$ cat src/rtl/aes_enc_block_fetch.sv
// Avalon-MM read master: fetches 4-word blocks from on-chip plaintext memory and streams
// them as 128-bit blocks to the AES core. Define AES_FETCH_BSWAP_EN to byte-reverse each word.
module aes_enc_block_fetch #(
    parameter int unsigned ADDR_W = 13,
    parameter int unsigned CNT_W  = 12
) (
    input  logic              clk,
    input  logic              reset_n,
    input  logic              start,
    input  logic [ADDR_W-1:0] base_addr,
    input  logic [CNT_W-1:0]  num_blocks,
    output logic              busy,
    output logic              done,
    output logic [ADDR_W-1:0] mem_address,
    output logic              mem_chipselect,
    output logic              mem_write,
    output logic [3:0]        mem_byteenable,
    output logic              mem_clken,
    input  logic [31:0]       mem_readdata,
    output logic [127:0]      blk_data,
    output logic              blk_valid,
    input  logic              blk_ready
);

    typedef enum logic [2:0] {StIdle, StIssue, StDrain, StPresent, StFin} state_e;

    state_e              state_q, state_d;
    logic [ADDR_W-1:0]   ptr_q;
    logic [CNT_W-1:0]    cnt_q;
    logic [1:0]          idx_q;
    logic                rd_pend_q;
    logic [1:0]          rd_lane_q;
    logic [3:0][31:0]    lane_q;
    logic [31:0]         word_in;

    always_comb begin
`ifdef AES_FETCH_BSWAP_EN
        word_in = {mem_readdata[7:0], mem_readdata[15:8], mem_readdata[23:16],
                   mem_readdata[31:24]};
`else
        word_in = mem_readdata;
`endif
    end

    always_comb begin
        state_d        = state_q;
        busy           = 1'b0;
        done           = 1'b0;
        mem_chipselect = 1'b0;
        blk_valid      = 1'b0;
        unique case (state_q)
            StIdle: begin
                if (start) state_d = (num_blocks != '0) ? StIssue : StFin;
            end
            StIssue: begin
                busy           = 1'b1;
                mem_chipselect = 1'b1;
                if (idx_q == 2'd3) state_d = StDrain;
            end
            StDrain: begin
                busy    = 1'b1;
                state_d = StPresent;
            end
            StPresent: begin
                busy      = 1'b1;
                blk_valid = 1'b1;
                if (blk_ready) state_d = (cnt_q == CNT_W'(1)) ? StFin : StIssue;
            end
            StFin: begin
                done    = 1'b1;
                state_d = StIdle;
            end
            default: state_d = StIdle;
        endcase
    end

    assign mem_address    = ptr_q;
    assign mem_write      = 1'b0;
    assign mem_byteenable = 4'hF;
    assign mem_clken      = 1'b1;
    // Lane 0 holds the lowest-address word and lands in the top bits.
    assign blk_data       = {lane_q[0], lane_q[1], lane_q[2], lane_q[3]};

    always_ff @(posedge clk or negedge reset_n) begin
        if (!reset_n) begin
            state_q   <= StIdle;
            ptr_q     <= '0;
            cnt_q     <= '0;
            idx_q     <= 2'd0;
            rd_pend_q <= 1'b0;
            rd_lane_q <= 2'd0;
            lane_q    <= '0;
        end else begin
            state_q <= state_d;
            if (state_q == StIdle && start && num_blocks != '0) begin
                ptr_q <= base_addr;
                cnt_q <= num_blocks;
                idx_q <= 2'd0;
            end
            if (state_q == StIssue) begin
                ptr_q <= ptr_q + ADDR_W'(1);
                idx_q <= idx_q + 2'd1;
            end
            // Read data returns one cycle after issue; remember which lane it belongs to.
            rd_pend_q <= (state_q == StIssue);
            rd_lane_q <= idx_q;
            if (rd_pend_q) lane_q[rd_lane_q] <= word_in;
            if (state_q == StPresent && blk_ready) cnt_q <= cnt_q - CNT_W'(1);
        end
    end

endmodule

$ cat config.mk
export PLATFORM = sky130hd
export DESIGN_NAME = aes_enc_block_fetch
export DESIGN_NICKNAME = d
export VERILOG_FILES = /design/src/rtl/aes_enc_block_fetch.sv
export SDC_FILE = /design/constraint.sdc
export NUM_CORES = 1
export LEC_CHECK = 0
export ABC_AREA = 1
export BUFFER_PORTS_ARGS = -buffer_cell sky130_fd_sc_hd__buf_2
export CAP_MARGIN = 20
export CELL_PAD_IN_SITES_DETAIL_PLACEMENT = 0
export CELL_PAD_IN_SITES_GLOBAL_PLACEMENT = 1
export CORE_UTILIZATION = 42
export CTS_BUF_LIST = sky130_fd_sc_hd__clkbuf_4 sky130_fd_sc_hd__clkbuf_8
export DETAILED_ROUTE_END_ITERATION = 7
export PLACE_DENSITY = 0.88
export SETUP_SLACK_MARGIN = 0.1
export SLEW_MARGIN = 20
export SYNTH_ARGS = -nofsm -noshare
export SYNTH_HDL_FRONTEND = slang
export SYNTH_SLANG_ARGS = --single-unit
$ cat constraint.sdc
create_clock -name clk -period 2.28 [get_ports clk]
set_input_delay 0.456 -clock clk [delete_from_list [all_inputs] [get_ports clk]]
set_output_delay 0.456 -clock clk [all_outputs]
set_load 0.005 [all_outputs]
---- Word level (Yosys, flattened, before mapping) ----
Cells that the tools add are included.
cells by class
  magnitude comparators ................... 2
  reduce and logical (&&, ||, !) cells .... 10
  equality and inequality tests ........... 9
  mux-type cells .......................... 19
  add/sub/neg operators ................... 3
operators with widths
  cell                                                   count
  bitwise mux 128 bit                                    1
  demux 32 bit (select 2 bit)                            1
  2-to-1 mux 32 bit                                      1
  2-to-1 mux 13 bit                                      2
  2-to-1 mux 12 bit                                      2
  2-to-1 mux 3 bit                                       5
  adder 13 x 1 -> 13 bit (second input constant)         1
  equality test 12 x 1 -> 1 bit (second input constant)  1
  case mux 3 bit (4 select lines)                        1
  nonzero test 12 bit                                    1
  subtractor 12 x 1 -> 12 bit (second input constant)    1
  equality test 3 x 2 -> 1 bit (second input constant)   2
  inequality test 2 bit (second input constant)          3
  logical AND 1 bit                                      4
  2-to-1 mux 1 bit                                       4
  2-to-1 mux 2 bit                                       2
  nonzero test 2 bit                                     2
  equality test 3 x 1 -> 1 bit (second input constant)   1
  equality test 3 bit (second input constant)            1
  logical NOT 3 bit                                      1
  < comparator 2 x 3 -> 1 bit (second input constant)    1
  AND reduction 3 bit                                    1
  OR reduction 3 bit                                     1
  adder 2 x 1 -> 2 bit (second input constant)           1
  other kinds (2)                                        2
word-level totals
  output and inout bits ................... 151
  word-level logic and storage cells ...... 53
  register bits after elaboration ......... 161
  input bits .............................. 61

---- Logic depth before layout (Yosys ltp) ----
  depth after elaboration ................. 5
  mapped depth ............................ 9
  gate-level depth less buffers ........... 9

---- Worst setup path after synthesis ----
Ideal clock, no wire load.
  path kind ............................... register -> output
  from .................................... register state_q[2]
  to ...................................... output mem_chipselect
  buffers on the path ..................... 1
  stages on the path, launching flop included .. 5
  arrival time ............................ 0.948 ns
  slack ................................... 0.876 ns
  data required time ...................... 1.824 ns
  cell sequence ........................... dfrtp_1 > inv_1 > nand3_2 > inv_2 > buf_2
on the way
  cells in the longest elaborated chain, start to end .. 2
ends and longest elaborated chain
  what                          line  text
  start: declaration            27    state_e state_q, state_d;
  start signal: assignment      86    state_q <= StIdle;
  start signal: assignment      94    state_q <= state_d;
  equality test 3 x 1 -> 1 bit  51    unique case (state_q)
  2-to-1 mux 1 bit              51
  end: declaration              15    output logic mem_chipselect,
Every way passes these cells.

---- Worst setup path after layout ----
Ends and elaborated chain as after synthesis.

==> results_dict.tcl <==
set metrics [dict create \
    clock_sinks 161 \
    grt_pass1_wl_um 26800 \
    yosysTopAreaCell "dfrtp_1" \
    drt_iter0_markers 304 \
    holdPathStages 3 \
    drc 0 \
    syn_inst 774 \
    power.leakage_nw 4.59 \
    async_flop_share 1.00 \
    synthMuxAreaShare 0 \
    gp_congestion 0.814 \
    nets 1046 \
    ys_ff_latch 161 \
    path_cells "inv_1 > nand3_2 > clkinv_2 > buf_2" \
    avgSynthCellArea_um2 8.79 \
    cts_setup_buffers 0 \
    synth_xor_xnor_area_share 0.00129 \
    p_per_area_nw_per_um2 1400 \
    row_count 46 \
    synthTopCellsByCount "nand2_1, dfrtp_1, o21ai_0" \
    placed_cells 1177 \
    dp_hpwl_um 12000 \
    ys_warn_count 0 \
    cpPeakStageDelay_ns 0.40 \
    status "finished clean" \
    ir_worst_vdd_v 0.000493 \
    cp-start-kind "flip-flop" \
    cts_tree "yes" \
    n_antenna_cell 0 \
    drive_above_1_share 0.277 \
    synthTopCellsByArea "dfrtp_1, nand2_1, o21ai_0" \
    die_area_um2 16700 \
    dr.pass1.iters 5 \
    wl_um 16800 \
    ys_seq_area_frac 0.592 \
    ant_nets 0 \
    ys_types 32 \
    cp-end-kind "output port" \
    period_share 0.876 \
    worstSkewPairLatency_ns 0.44 \
    yosys.area_share.simple 0.218 \
    required_ns 1.82 \
    critPathKind "reg -> out" \
    synth_top_family_by_area "simple AND/OR/NAND/NOR gates" \
    cts.path.max_buffers 2 \
    synth_compound_area_frac 0.116 \
    worst_pin_slew_ns 0.561 \
    synth_ff_type "dfrtp_1" \
    hold_class "in -> reg" \
    port_buffers 205 \
    fin_worst_skew_ns 0.0127 \
    worst_r2r_endpoint "cnt_q[9]" \
    ctsHtreeMaxLevel 4 \
    timing.hold.ws_ns 0.226 \
    grt.total_usage 0.208 \
    initial_utilization 0.430 \
    clk_pin_slew_ns 0.09 \
    arrival_ns 1.54 \
    finalCriticalPeriod_ns 2.00 \
    coreArea_um2 15800 \
    cts-root-buf "clkbuf_8" \
    crit_end "mem_chipselect" \
    vias 5822 \
    grt_max_degree 65 \
    post_drt_wl_per_cell_um 13.9 \
    cpMaxStageDelayCell "dfrtp_1" \
    synth_area_um2 6800 \
    synth-edff-count 0 \
    reg2reg_depth 7 \
    avgViaCountPerCell 4.81 \
    crit_start "state_q[2]" \
    rsz0062_at_grt "false" \
    hold_viol_final 0 \
    cts_buffers 17 \
    cap_violations 0 \
    reg2reg_from "state_q[2]" \
    num-fill-cells 1518 \
    setup_viol_count_final 0 \
    critPathMaxFanout 20 \
    synth_top_area_frac 0.592 \
    synthAdderAreaFrac 0.00736 \
    final_cells 1210 \
    fmax_mhz 501 \
    dieWidth_um 129 \
    antenna_found_initial 0 \
    fin_util 0.538 \
    slew_violations 0 \
    area_growth_syn_to_layout_pct 25.1 \
    synth.most_common_cell "nand2_1" \
    grt_overflow_total 0 \
    grt_pass1_vias 5296 \
    fp.dieH_um 129 \
    relSlewSlack 0.626 \
    reg2reg_slack_ns 0.59 \
    io_pins 212 \
    power.total_mw 11.9 \
    setup_tns_ns 0 \
]
## cells by family (layout without fill, tap and decap cells)
| logic type | after synthesis | after routing |
|---|---|---|
| AOI/OAI and AO/OA | 152 | 152 |
| xor gates and xnor gates | 1 | 1 |
| adders and majority gates | 4 | 4 |
| buffers and inverters | 102 | 318 |
| DFF | 161 | 161 |
| other | 2 | 6 |
| and+or+nand+nor | 352 | 352 |
## per-stage QoR
| stage | setup WS [ns] | cell area (um2) |
|---|---|---|
| floorplan | 0.876 | 6820 |
| global placement | 0.480 | 8080 |
| detailed placement | 0.435 | 8080 |
| CTS | 0.160 | 8510 |
| global route | 0.157 | 8510 |
| finish | 0.282 | 8510 |
## flip-flops by register name, summed over array words and instances, names as in the netlist
register,flops
state_q,3
mem_address,13
idx_q,2
blk_data,128
rd_lane_q,2
rd_pend_q,1
cnt_q,12
## cells in the final DEF (no fill, tap or decap), types with 2 or more instances in the layout
master       n
nand4_1      6
ha_1         4
buf_12       2
nand2_1    229
nand2_4      2
clkinv_4     4
nor2_1      35
bufinv_16    3
nand3b_1     4
dfrtp_1    161
a21oi_1      5
conb_1       6
nand3_1     59
clkinv_2     5
buf_4       14
nand2_2      5
or2_2        3
nor2_2       3
inv_1       62
clkbuf_8    18
o21ai_1      4
nand3_2      3
o21bai_1     3
o21ai_0    135
buf_2      204
## layer usage
metal / part of all wire / track usage / vias to the layer above
met2: 0.47 / 0.331 / 195
met5: 0 / 0 / -
met4: 0.014 / 0.0727 / 0
met1: 0.45 / 0.276 / 2709
li1: - / - / 2899
met3: 0.061 / 0.0504 / 19
## worst max-delay path, delay by kind of cell (launching register included)
family,cells,cell delay (ns)
simple gates,1,0.14
flops,1,0.40
buf+inv,3,0.56
## report_power, final
part	switching [mW]	internal [mW]
Combinational	2.63	1.96
Clock	1.04	1.13
Sequential	0.897	4.28
Total	4.56	7.36
## final cells by class
type,count,area (um2),share of cell area
clock buffers,19,255,0.0300
inverters,64,241,0.0284
clock inverters,13,161,0.0190
multi-input cells,515,2370,0.278
flip-flops and latches,161,4030,0.473
repair buffers,222,1190,0.140
well taps,216,270,0.0318
## repair_timing
item	in CTS	in global routing
hold buffers	1	0
endpoints found under the hold margin	54	0
gates resized for setup	0	1
endpoints found under the setup margin	0	1
## worst min path at each step
stage / startpoint / end / slack, ns
floorplan: reset_n / blk_data[0] / 0.16
CTS: base_addr[7] / mem_address[7] / 0.19
global route: num_blocks[2] / cnt_q[2] / 0.21
global placement: idx_q[1] / rd_lane_q[1] / 0.40
finish: base_addr[7] / mem_address[7] / 0.23
detailed placement: idx_q[1] / rd_lane_q[1] / 0.42
No activity file was read; power rests on OpenSTA's default activity.
